==> src/rtl/store_pkg.sv <==
// Shared store-path definitions: store_control encodings, buffered entry layout,
// drain FSM states and the per-size byte-mask / alignment helpers.
package store_pkg;

    typedef enum logic [2:0] {
        STR_NOP = 3'd0,
        STR_SB  = 3'd1,
        STR_SH  = 3'd2,
        STR_SW  = 3'd3,
        STR_SD  = 3'd4
    } store_ctrl_e;

    typedef enum logic {
        DRAIN_IDLE   = 1'b0,
        DRAIN_ACTIVE = 1'b1
    } drain_state_e;

    localparam int STORE_XLEN_MAX = 64;
    localparam int STORE_BE_MAX   = STORE_XLEN_MAX / 8;

    // Sized for the widest datapath; narrower builds leave the upper bits at zero.
    typedef struct packed {
        logic [STORE_XLEN_MAX-1:0] addr;
        logic [STORE_XLEN_MAX-1:0] data;
        logic [STORE_BE_MAX-1:0]   byte_en;
    } store_entry_t;

    function automatic logic [7:0] size_mask(input logic [2:0] ctl);
        case (ctl)
            STR_SB:  return 8'h01;
            STR_SH:  return 8'h03;
            STR_SW:  return 8'h0F;
            STR_SD:  return 8'hFF;
            default: return 8'h00;
        endcase
    endfunction

    // Address low bits that must be zero for a naturally aligned access.
    function automatic logic [2:0] align_bits(input logic [2:0] ctl);
        case (ctl)
            STR_SH:  return 3'b001;
            STR_SW:  return 3'b011;
            STR_SD:  return 3'b111;
            default: return 3'b000;
        endcase
    endfunction

endpackage

==> src/rtl/store_align.sv <==
// Combinational store front end: effective address, alignment check and
// lane-aligned write data / byte enables.
module store_align
    import store_pkg::*;
#(
    parameter int XLEN           = 32,
    parameter bit MISALIGN_CHECK = 1'b1
) (
    input  logic [2:0]        store_control,
    input  logic [XLEN-1:0]   rs1_val,
    input  logic [XLEN-1:0]   rs2_val,
    input  logic [XLEN-1:0]   imm,
    output logic              op_valid,
    output logic              misaligned,
    output logic [XLEN-1:0]   addr,
    output logic [XLEN-1:0]   wdata,
    output logic [XLEN/8-1:0] byte_en
);

    localparam int BEW  = XLEN / 8;
    localparam int OFFW = $clog2(BEW);

    logic [OFFW-1:0] off;
    logic [OFFW-1:0] align_m;
    logic [OFFW-1:0] off_eff;

    always_comb begin
        addr     = rs1_val + imm;
        op_valid = (store_control == STR_SB) || (store_control == STR_SH) ||
                   (store_control == STR_SW) || ((store_control == STR_SD) && (XLEN == 64));
        align_m  = op_valid ? OFFW'(align_bits(store_control)) : '0;
        off      = addr[OFFW-1:0];
        if (MISALIGN_CHECK) begin
            misaligned = op_valid && (|(off & align_m));
            off_eff    = off;
        end else begin
            // Forced alignment: drop offset bits below the access size.
            misaligned = 1'b0;
            off_eff    = off & ~align_m;
        end
        byte_en = op_valid ? (BEW'(size_mask(store_control)) << off_eff) : '0;
        wdata   = rs2_val << {off_eff, 3'b000};
    end

endmodule

==> src/rtl/store_buffer.sv <==
// Store buffer: aligns incoming stores, queues them in a DEPTH-entry FIFO and
// drains the head to data memory over a req/ack handshake.
module store_buffer
    import store_pkg::*;
#(
    parameter int XLEN           = 32,
    parameter int DEPTH          = 4,
    parameter bit MISALIGN_CHECK = 1'b1
) (
    input  logic                     i_clk,
    input  logic                     i_rst,
    input  logic                     in_valid,
    input  logic [2:0]               store_control,
    input  logic [XLEN-1:0]          rs1_val,
    input  logic [XLEN-1:0]          rs2_val,
    input  logic [XLEN-1:0]          imm,
    output logic                     in_ready,
    output logic                     stall_pc,
    output logic                     o_misalign,
    output logic [XLEN-1:0]          o_misalign_addr,
    output logic                     o_empty,
    output logic [$clog2(DEPTH):0]   o_count,
    output logic                     mem_req,
    input  logic                     mem_ack,
    output logic                     mem_rw_mode,
    output logic [XLEN-1:0]          mem_addr,
    output logic [XLEN-1:0]          mem_write_data,
    output logic [XLEN/8-1:0]        mem_byte_en
);

    localparam int PW = $clog2(DEPTH);
    localparam int CW = PW + 1;

    logic              op_valid;
    logic              misaligned;
    logic [XLEN-1:0]   st_addr;
    logic [XLEN-1:0]   st_data;
    logic [XLEN/8-1:0] st_be;

    store_align #(
        .XLEN           (XLEN),
        .MISALIGN_CHECK (MISALIGN_CHECK)
    ) u_align (
        .store_control (store_control),
        .rs1_val       (rs1_val),
        .rs2_val       (rs2_val),
        .imm           (imm),
        .op_valid      (op_valid),
        .misaligned    (misaligned),
        .addr          (st_addr),
        .wdata         (st_data),
        .byte_en       (st_be)
    );

    store_entry_t  fifo_mem [DEPTH];
    store_entry_t  wr_entry;
    logic [PW-1:0] wr_ptr_reg;
    logic [PW-1:0] rd_ptr_reg;
    logic [CW-1:0] count_reg;
    drain_state_e  state_reg;
    logic          misalign_reg;
    logic [XLEN-1:0] misalign_addr_reg;

    logic push;
    logic pop;
    logic misalign_hit;

    always_comb begin
        in_ready     = (count_reg != CW'(DEPTH));
        misalign_hit = in_valid && op_valid && misaligned;
        push         = in_valid && op_valid && !misaligned && in_ready;
        stall_pc     = in_valid && op_valid && !misaligned && !in_ready;
        pop          = mem_req && mem_ack;

        wr_entry         = '0;
        wr_entry.addr    = STORE_XLEN_MAX'(st_addr);
        wr_entry.data    = STORE_XLEN_MAX'(st_data);
        wr_entry.byte_en = STORE_BE_MAX'(st_be);
    end

    // Storage has no reset: validity is carried entirely by count_reg.
    always_ff @(posedge i_clk) begin
        if (push) begin
            fifo_mem[wr_ptr_reg] <= wr_entry;
        end
    end

    always_ff @(posedge i_clk) begin
        if (i_rst) begin
            wr_ptr_reg        <= '0;
            rd_ptr_reg        <= '0;
            count_reg         <= '0;
            state_reg         <= DRAIN_IDLE;
            misalign_reg      <= 1'b0;
            misalign_addr_reg <= '0;
        end else begin
            if (push) wr_ptr_reg <= wr_ptr_reg + PW'(1);
            if (pop)  rd_ptr_reg <= rd_ptr_reg + PW'(1);
            case ({push, pop})
                2'b10:   count_reg <= count_reg + CW'(1);
                2'b01:   count_reg <= count_reg - CW'(1);
                default: count_reg <= count_reg;
            endcase
            case (state_reg)
                DRAIN_IDLE:   if (push) state_reg <= DRAIN_ACTIVE;
                DRAIN_ACTIVE: if (pop && !push && (count_reg == CW'(1))) state_reg <= DRAIN_IDLE;
                default:      state_reg <= DRAIN_IDLE;
            endcase
            misalign_reg <= misalign_hit;
            if (misalign_hit) misalign_addr_reg <= st_addr;
        end
    end

    always_comb begin
        o_empty         = (count_reg == '0);
        o_count         = count_reg;
        o_misalign      = misalign_reg;
        o_misalign_addr = misalign_addr_reg;
        mem_req         = (state_reg == DRAIN_ACTIVE);
        mem_rw_mode     = !mem_req;
        mem_addr        = mem_req ? fifo_mem[rd_ptr_reg].addr[XLEN-1:0] : '0;
        mem_write_data  = mem_req ? fifo_mem[rd_ptr_reg].data[XLEN-1:0] : '0;
        mem_byte_en     = mem_req ? fifo_mem[rd_ptr_reg].byte_en[XLEN/8-1:0] : '0;
    end

endmodule

==> config.mk <==
export PLATFORM = sky130hd
export DESIGN_NAME = store_buffer
export DESIGN_NICKNAME = d
export VERILOG_FILES = /design/src/rtl/store_pkg.sv /design/src/rtl/store_align.sv /design/src/rtl/store_buffer.sv
export SDC_FILE = /design/constraint.sdc
export NUM_CORES = 1
export LEC_CHECK = 0
export CORE_MARGIN = 3
export CORE_UTILIZATION = 55
export CTS_BUF_LIST = sky130_fd_sc_hd__clkbuf_16
export DETAILED_ROUTE_END_ITERATION = 12
export MAX_ROUTING_LAYER = met4
export PLACE_DENSITY = 0.77
export SYNTH_ARGS = -nofsm -noshare
export SYNTH_HDL_FRONTEND = slang
export SYNTH_HIERARCHICAL = 1
export SYNTH_SLANG_ARGS = --single-unit
==> constraint.sdc <==
create_clock -name i_clk -period 7.2 [get_ports i_clk]
set_clock_uncertainty 0.2 [all_clocks]
set_input_delay 1.44 -clock i_clk [delete_from_list [all_inputs] [get_ports i_clk]]
set_output_delay 1.44 -clock i_clk [all_outputs]
set_load 0.02 [all_outputs]
# Word level (Yosys, flattened, before mapping)
# Memories as Yosys holds them, arrays and structs flattened. A register that Yosys moved wholly into a read port is not among the register bits.
# Cells that the tools add are included.
# classes
n_addsub,5
multipliers,0
div,0
n_lt_le_gt_ge,0
eq_ne,8
shift,2
mux,14
n_bitwise,2
n_reduce_logical,18
# ops
cell,count
32-bit 2-to-1 mux,2
32-bit adder,1
32-bit by 5-bit left shift with 32-bit output,1
4-bit case mux with 4 select lines,1
1-bit logical AND,9
4-bit 2-to-1 mux,2
3-bit by 1-bit == test with 1-bit output (second input constant),2
3-bit by 2-bit == test with 1-bit output (second input constant),2
2-bit 2-to-1 mux,3
2-bit case mux with 3 select lines,1
3-bit case mux with 2 select lines,1
2-bit by 1-bit adder with 2-bit output (second input constant),2
1-bit logical NOT,4
4-bit by 2-bit left shift with 4-bit output,1
3-bit by 1-bit adder with 3-bit output (second input constant),1
3-bit == test (second input constant),1
3-bit logical NOT,1
1-bit 2-to-1 mux,3
3-bit inequality test (second input constant),1
3-bit by 1-bit subtractor with 3-bit output (second input constant),1
2-bit bitwise AND,1
2-bit by 1-bit == test with 1-bit output (second input constant),1
2-bit == test (second input constant),1
1-bit logical OR,2
4 further kinds,4
# word_totals
regBits,41
latch_bits,0
ram_bits,272
rom_bits,0
input_bits,103
out_inout_bits,109
word_cells,56
n_memories,1
# memory_table
name,depth,word_bits,read_ports,rd_ports_with_merged_regs,write_ports,line,text
fifo_mem,4,68,1,1,1,store_buffer.sv:55,store_entry_t fifo_mem [DEPTH];

# Longest topological paths before layout
# Gate-level depths: netlist of run 1.
# logic_depth
depth_word,15
depth_mapped,14
depth_no_buf,12

# Cells and area by module
# The synthesis of run 1 kept the hierarchy.
# by_module_without_submodules
mod,n_inst,cells_each,area_each_um2,seq_area_each_um2
store_buffer,1,639,11976.5,9028.7
store_align,1,343,2326.0,0.0

# Worst setup path before layout of run 1
# OpenSTA, ideal clock, no wires.
# synth_path
kind,in2reg
startpoint,input rs1_val[0]
endpoint,memory fifo_mem[0][0] in the netlist's numbering (enable)
setup_ns,0.433
t_arrival_ns,5.035
required_ns,6.567
path_slack_ns,1.532
cell_stages,10
path_buffers,2
cell_sequence,ha_1 inv_1 fa_1 clkbuf_1 buf_2 inv_1 a21oi_1 nor3b_1 nor3b_2 and2_1
# synth_between
elab_chain_cells,9
# synth_rtl
element,line,text
start: declaration,store_buffer.sv:14,"input logic [XLEN-1:0] rs1_val,"
32-bit adder,store_align.sv:28,addr = rs1_val + imm;
2-bit bitwise AND,store_align.sv:34,misaligned = op_valid && (|(off & align_m));
2-bit OR reduction,store_align.sv:34,
1-bit logical AND,store_align.sv:34,
named net misaligned,store_buffer.sv:35,logic misaligned;
1-bit logical NOT,store_buffer.sv:71,push = in_valid && op_valid && !misaligned && in_ready;
1-bit logical AND (2 in a row),store_buffer.sv:71,
1-bit 2-to-1 mux,store_buffer.sv:83,if (push) begin
1-bit 2-to-1 mux (not written as such),store_buffer.sv:84,fifo_mem[wr_ptr_reg] <= wr_entry;
end: declaration,store_buffer.sv:55,
# The timed path passes the listed nets, and every way through them passes these cells.

# Worst setup path after layout of run 1
# layout_path
startpoint,input rs1_val[0]
endpoint,output stall_pc
# layout_between
elab_chain_cells,7
# layout_rtl
element,line,text
32-bit adder,store_align.sv:28,
named net st_addr[1],store_buffer.sv:36,logic [XLEN-1:0] st_addr;
2-bit bitwise AND,store_align.sv:34,
2-bit OR reduction,store_align.sv:34,
1-bit logical AND,store_align.sv:34,
named net misaligned,store_buffer.sv:35,
1-bit logical NOT,store_buffer.sv:72,stall_pc = in_valid && op_valid && !misaligned && !in_ready;
1-bit logical AND (2 in a row),store_buffer.sv:72,
end: declaration,store_buffer.sv:18,"output logic stall_pc,"
# The timed path passes the listed nets, and every way through them passes these cells.

==> impl_results.md, run 1 <==
- Status: finished, final reports clean
- Max Fclk: 0.174 GHz
- Via count: 9003
- Post_cts resized: 0
- Logic pwr share: 13.5%
- CTS clk-pin slew, worst paths: 0.06 ns
- Routed Antenna Nets: 0
- Dpl cells: 1477
- Core area: 25400 µm²
- Pwr Density: 241 nW/µm²
- DIE WIDTH: 167 µm
- Biggest register: fifo_mem
- Place WS: 1.46 ns
- Count leader, synth: edfxtp_1
- Final Wtd Congestion: 0.901
- Synth top area share: 57.1%
- Pint: 3.25 mW
- DRC errors left: 0
- Hold_buf cts: 0
- Post-Route WL: 32.1 mm
- Nets: 1324
- Leak: 5.95 nW
- Max-slew violations: 0
- Post-DR vias/cell: 5.87
- CTS Sinks: 315
- Cell count after synthesis: 982
- Max cap viols: 0
- Dpl hpwl: 20.8 mm
- H-tree depth reported by CTS: 1
- Switch share: 23.5%
- Share of layout cells above drive strength 1: 11.6%
- Post-route setup slack: 1.45 ns
- Reg2reg setup slack: 4.24 ns
- TritonCTS clock tree: built
- Non-filler cells, final: 1535
- Top post-synthesis cells by count: edfxtp_1 (272), nand2_1 (91), a21oi_1 (84)
- Hold path depth: 2
- Total clock buffers created by CTS: 30
- Port bufs: 211
- Clock network power share: 36.8%
- Seq/Total Area, Yosys: 63.1%
- # Post-CTS Setup Buffers: 0
- Max transition margin: 29.5%
- Vias in the first global route: 8906
- Final Power: 4.24 mW
- Reported net switching power: 0.997 mW
- Initial core utilization: 56.3%
- Final min period: 5.75 ns
- Yosys Warn Count: 6
- Global-route met2 utilization: 36.7%
- Kind of critical path: input port to output port
- Post-Syn Area: 14300 µm²
- CP required: 5.56 ns
- Startpoint type of the worst setup path: input port
- Congestion Overflow GR: 0
- Arr. time, crit path: 4.11 ns
- Clock buffer depth: 3
- Total GRT Usage: 23.3%
- Clock root buffer: clkbuf_16
- Syn Nets: 1127
- Cell Rows: 58
- Hold path startpoint: o_misalign_addr[29]
- Fin crit share: 79.9%
- Synth Flop Type: edfxtp_1
- I/O pin cnt: 212
- Final Hold Viols: 0
- Sequential share of power: 49.6%
- Setup TNS: 0 ns
- Critical path peak fanout: 4
- Initial drt markers: 847
- Grt met3 use: 4.37%
- Setup violations, final: 0
- WL/cell: 20.9 µm
- Peak supply drop: 0.182 mV
- Clk Latency, worst-skew pair: 0.54 ns
- Fin util: 69.4%
- Hold EP: o_misalign_addr[29]
- Initial antenna violation count: 2
- Met1 GRT Util: 32.6%
- HP Class: flop to flop
- Largest net degree at the start of global routing: 69
- Ys async rst share: 0%
- Vert. Die Dim: 167 µm
- Area growth syn-to-layout: 23.2%
- Die ar.: 28000 µm²
- Max reg flops: 272
- Slew at the pin closest to its max-slew limit: 1.06 ns
- Top post-synthesis cells by area: edfxtp_1 (57%), mux4_2 (11%), dfxtp_1 (6.0%), and2_1 (3.6%), ha_1 (3.6%)
- First-pass GRT wire length: 49.9 mm
- Yosys top cell by area: edfxtp_1
- Mapped Avg Cell Area: 14.6 µm²
- Grt peak-use layer: met2
- Iteration count of the initial detailed-routing pass: 5
- Number of library cell types mapped by synthesis: 53
- FF-to-FF Start: o_count[0]
- R2r endpoint: fifo_mem[1][47]
- Endpoint class of the critical path: output port
- Reg2reg path depth: 5
- EDFF count, synth: 272
- RSZ-0062 raised after global routing: no
- Seq cells post-synth: 315
## critical path, cell delays in order
cell and delay, ns:
clkdlybuf4s50_1 0.46, ha_1 0.19, inv_1 0.06, fa_1 0.54, inv_1 0.07, a21oi_1 0.12
nor3b_1 0.10, nor3_1 0.43, clkdlybuf4s50_1 0.70
## cells in the final DEF (no fill, tap or decap), drive strengths merged, types with 3 or more instances in the layout
cell / netlist / layout
nand2: 91 / 91
buf: 19 / 8
xor2: 15 / 15
clkinv: 0 / 15
clkbuf: 34 / 31
o211ai: 5 / 5
edfxtp: 272 / 272
inv: 21 / 25
mux4: 68 / 68
mux2i: 20 / 20
nor3: 9 / 9
a21oi: 85 / 85
o21bai: 7 / 7
nand3: 5 / 5
nor2b: 12 / 12
and3: 3 / 3
clkdlybuf4s50: 0 / 210
nor2: 38 / 38
xnor2: 17 / 17
dfxtp: 43 / 43
o21ai: 22 / 22
a21o: 17 / 17
and2: 83 / 83
o21a: 4 / 4
diode: 0 / 3
ha: 41 / 41
bufinv: 0 / 4
a211oi: 15 / 15
o31ai: 6 / 6
nand4: 6 / 6
## final cells by class
cell class | instances | area (µm²)
Antenna cell | 3 | 7.51
Multi-Input combinational cell | 593 | 4930
Timing Repair Buffer | 218 | 2160
Clock inverter | 24 | 213
Tap cell | 330 | 413
Inverter | 21 | 78.8
Sequential cell | 315 | 9040
Fill cell | 1711 | 7780
Clock buffer | 31 | 776
## kinds of logic after synthesis
group,Yosys count,synth area share (%)
adder cells (fa/ha/maj),42,3.73
AND/OR/NAND/NOR,259,9.06
multiplexers,89,12.2
flip-flops,315,63.1
AO/OA/AOI/OAI,171,7.49
buffers and inverters,74,2.45
XOR/XNOR,32,1.96
## worst max-delay path by stage
stage / start / end / slack, ns / depth (start not counted)
3_3_place_gp: rs1_val[0] / stall_pc / 1.46 / 9
2_1_floorplan: rs1_val[0] / fifo_mem[0][0] / 1.53 / 10
6_report: rs1_val[0] / stall_pc / 1.45 / 9
4_1_cts: rs1_val[0] / stall_pc / 1.44 / 9
5_1_grt: imm[0] / stall_pc / 1.30 / 9
3_5_place_dp: rs1_val[0] / stall_pc / 1.46 / 9
## routing by layer
| layer | up-vias | wire (µm) | part of all wire (%) |
|---|---|---|---|
| met5 | - | 0 | 0 |
| met4 | 0 | 538 | 1.7 |
| met3 | 52 | 2650 | 8.3 |
| met2 | 405 | 15300 | 48 |
| met1 | 4441 | 13500 | 42 |
| li1 | 4105 | - | - |
## through the flow
stage	instance area, µm²	hold WS, ns
finish	17600	0.258
detailed placement	16600	0.251
global route	17600	0.278
CTS	17600	0.261
global placement	16600	0.243
floorplan	14300	0.282
## power by group through the flow
stage	registers, mW	clock network [mW]	logic (mW)
2_1_floorplan	2.14	0	0.357
3_3_place_gp	2.14	0	0.557
3_5_place_dp	2.15	0	0.569
4_1_cts	2.11	1.59	0.573
5_1_grt	2.11	1.66	0.621
6_report	2.11	1.56	0.574
No activity file was read; power rests on OpenSTA's default activity.
==> inputs of run 2 (changes only) <==
--- a/config.mk
+++ b/config.mk
@@ -6,11 +6,11 @@
 export NUM_CORES = 1
 export LEC_CHECK = 0
 export CORE_MARGIN = 3
-export CORE_UTILIZATION = 55
+export CORE_UTILIZATION = 49
 export CTS_BUF_LIST = sky130_fd_sc_hd__clkbuf_16
 export DETAILED_ROUTE_END_ITERATION = 12
 export MAX_ROUTING_LAYER = met4
-export PLACE_DENSITY = 0.77
+export PLACE_DENSITY = 0.72
 export SYNTH_ARGS = -nofsm -noshare
 export SYNTH_HDL_FRONTEND = slang
 export SYNTH_HIERARCHICAL = 1
==> constraint.sdc (replaced) <==
create_clock -name i_clk -period 4.95 [get_ports i_clk]
set_clock_uncertainty 0.2 [all_clocks]
set_input_delay 0.99 -clock i_clk [delete_from_list [all_inputs] [get_ports i_clk]]
set_output_delay 0.99 -clock i_clk [all_outputs]
set_load 0.02 [all_outputs]
==> run 2 against run 1 <==
Effect of this change:
- cell count is 4.1% higher
- die area is 12% higher
- sequential share of layout area is 0.70 points lower
- hold slack worse by 0.0018 ns
- combinational power is 50% higher
==> impl_results.md, run 2 (synthesis results as in run 1) <==
- Hold_buf cts: 0 (unchanged)
- Arr. time, crit path: 3.04 ns (was 4.11 ns)
- Fin util: 63.3% (was 69.4%)
- Reg2reg path depth: 6 (was 5)
- Setup TNS: 0 ns (unchanged)
- Peak supply drop: 0.283 mV (was 0.182 mV)
- Largest net degree at the start of global routing: 53 (was 69)
- Post-DR vias/cell: 5.63 (was 5.87)
- Final min period: 4.23 ns
- Dpl hpwl: 22.9 mm (was 20.8 mm)
- DRC errors left: 0 (unchanged)
- Max-slew violations: 0 (unchanged)
- I/O pin cnt: 212 (unchanged)
- Cell Rows: 61 (was 58)
- Area growth syn-to-layout: 24.9% (was 23.2%)
- Clock buffer depth: 3 (unchanged)
- Met2 WL post-DR: 15.9 mm (was 15.3 mm)
- Nets: 1340 (was 1324)
- Port bufs: 211 (unchanged)
- Final Power: 6.18 mW (was 4.24 mW)
- Status: finished, final reports clean (unchanged)
- Routed Antenna Nets: 0 (unchanged)
- Max Used Layer: met4 (unchanged)
- Slew at the pin closest to its max-slew limit: 0.907 ns (was 1.06 ns)
- Via count: 9003 (unchanged)
- Core area: 28200 µm² (was 25400 µm²)
- Final Wtd Congestion: 0.856 (was 0.901)
- WL/cell: 20.9 µm (about the same)
- Post_cts resized: 0 (unchanged)
- # Post-CTS Setup Buffers: 0 (unchanged)
- Congestion Overflow GR: 0 (unchanged)
- Pwr Density: 346 nW/µm² (was 241 nW/µm²)
- Max reg flops: 272 (unchanged)
- TritonCTS clock tree: built (unchanged)
- Vert. Die Dim: 177 µm (was 167 µm)
- Max cap viols: 0 (unchanged)
- Iteration count of the initial detailed-routing pass: 8 (was 5)
- FILL cells: 2095 (was 1711)
- First-pass GRT wire length: 51.5 mm (was 49.9 mm)
- Post-Route WL: 33.4 mm (was 32.1 mm)
- Endpoint class of the critical path: output port (unchanged)
- Biggest register: fifo_mem (unchanged)
- CP max stage delay: 0.48 ns (was 0.70 ns)
- Critical path peak fanout: 3 (was 4)
- Met1 WL: 14.4 mm (was 13.5 mm)
- Die ar.: 31300 µm² (was 28000 µm²)
- Startpoint type of the worst setup path: input port (unchanged)
- DIE WIDTH: 177 µm (was 167 µm)
- Commonest non-fill, non-tap cell in the layout: edfxtp_1 (unchanged)
- Vias in the first global route: 9122 (was 8906)
- Max stage delay cell, worst path: fa_1 (was clkdlybuf4s50_1)
- Setup violations, final: 0 (unchanged)
- CP required: 3.76 ns (was 5.56 ns)
- Initial core utilization: 50.6% (was 56.3%)
- Place WS: 0.488 ns (was 1.46 ns)
- Total clock buffers created by CTS: 30 (unchanged)
- Final Hold Viols: 0 (unchanged)
- Kind of critical path: input port to output port (unchanged)
- Initial antenna violation count: 1 (was 2)
- Initial drt markers: 899 (was 847)
- Post-route setup slack: 0.718 ns (was 1.45 ns)
- CTS clk-pin slew, worst paths: 0.06 ns (about the same)
- Total GRT Usage: 21.9% (was 23.3%)
- Hold path depth: 2 (unchanged)
- Max transition margin: 39.5% (was 29.5%)
- Commonest non-fill, non-tap cells in the layout: edfxtp_1 (272), clkdlybuf4s50_1 (209), nand2_1 (91), a21oi_1 (84), and2_1 (79) (was edfxtp_1 (272), clkdlybuf4s50_1 (210), nand2_1 (91), a21oi_1 (84), and2_1 (79))
- Max Fclk: 0.236 GHz
- Crit path cell chain: clkdlybuf4s50_1 > ha_1 > inv_1 > fa_1 > inv_1 > a21oi_1 > nor3b_1 > buf_4 > nor3_1 > buf_4 (was clkdlybuf4s50_1 > ha_1 > inv_1 > fa_1 > inv_1 > a21oi_1 > nor3b_1 > nor3_1 > clkdlybuf4s50_1)
- HP Class: flop to flop (unchanged)
- Leak: 6.05 nW (was 5.95 nW)
- Clk Latency, worst-skew pair: 0.54 ns (about the same)
- RSZ-0062 raised after global routing: no (unchanged)
- H-tree depth reported by CTS: 1 (unchanged)
- Share of layout cells above drive strength 1: 12.6% (was 11.6%)
- Met3 wire length: 2.45 mm (was 2.65 mm)
- Clock root buffer: clkbuf_16 (unchanged)
- CTS Sinks: 315 (unchanged)
- Fin crit share: 85.5%
==> run 2: cell count changes in the layout (fill, tap and decap cells not counted) <==
cell,change
diode_2,-2
buf_12,+6
clkinv_2,-2
clkdlybuf4s50_1,-1
clkinv_1,+5
clkinv_4,-1
inv_1,-1
buf_4,+11
clkinvlp_4,-1
inv_6,+1
==> run 2: per-layer routing <==
metal | vias up | global-route usage, %
li1 | 4143 | -
met1 | 4439 | 29.8
met2 | 385 | 35.0
met3 | 36 | 3.65
met4 | 0 | 5.34
met5 | - | -
==> run 2: power breakdown <==
part / switching (mW) / internal [mW] / total, mW
Sequential: 0.0242 / 3.03 / 3.05
Combinational: 0.501 / 0.362 / 0.863
Clock: 0.930 / 1.34 / 2.27
==> run 2: worst paths after layout <==
check	startpoint	end	slack (ns)
setup / recovery	rs1_val[0]	stall_pc	0.72
hold / removal	o_misalign_addr[27]	o_misalign_addr[27]	0.26
setup reg to reg	o_count[0]	fifo_mem[1][28]	2.09
hold reg to reg	o_misalign_addr[27]	o_misalign_addr[27]	0.26
==> run 2: critical path, delay by kind of cell <==
| kind | cells | cell delay [ns] |
|---|---|---|
| fa+ha+maj | 2 | 0.67 |
| compound gates | 1 | 0.06 |
| simple gates | 2 | 0.33 |
| buf+inv | 5 | 0.97 |
==> run 2: layout make-up <==
| class | instances | area [µm²] | area share [%] |
|---|---|---|---|
| Antenna cell | 1 | 2.50 | 0.0140 |
| Clock inverter | 25 | 210 | 1.18 |
| Tap cell | 378 | 473 | 2.65 |
| Sequential cell | 315 | 9040 | 50.6 |
| Clock buffer | 31 | 776 | 4.34 |
| Inverter | 21 | 78.8 | 0.441 |
| Multi-Input combinational cell | 593 | 4930 | 27.6 |
| Timing Repair Buffer | 234 | 2350 | 13.2 |
==> run 2: per-stage QoR <==
stage | instance area [µm²] | hold slack (ns) | instances
after floorplan | 14300 | 0.282 | 982
after global placement | 16900 | 0.243 | 1541
after detailed placement | 16900 | 0.249 | 1541
after CTS | 17900 | 0.257 | 1597
after global routing | 17900 | 0.280 | 1598
final | 17900 | 0.256 | 1598
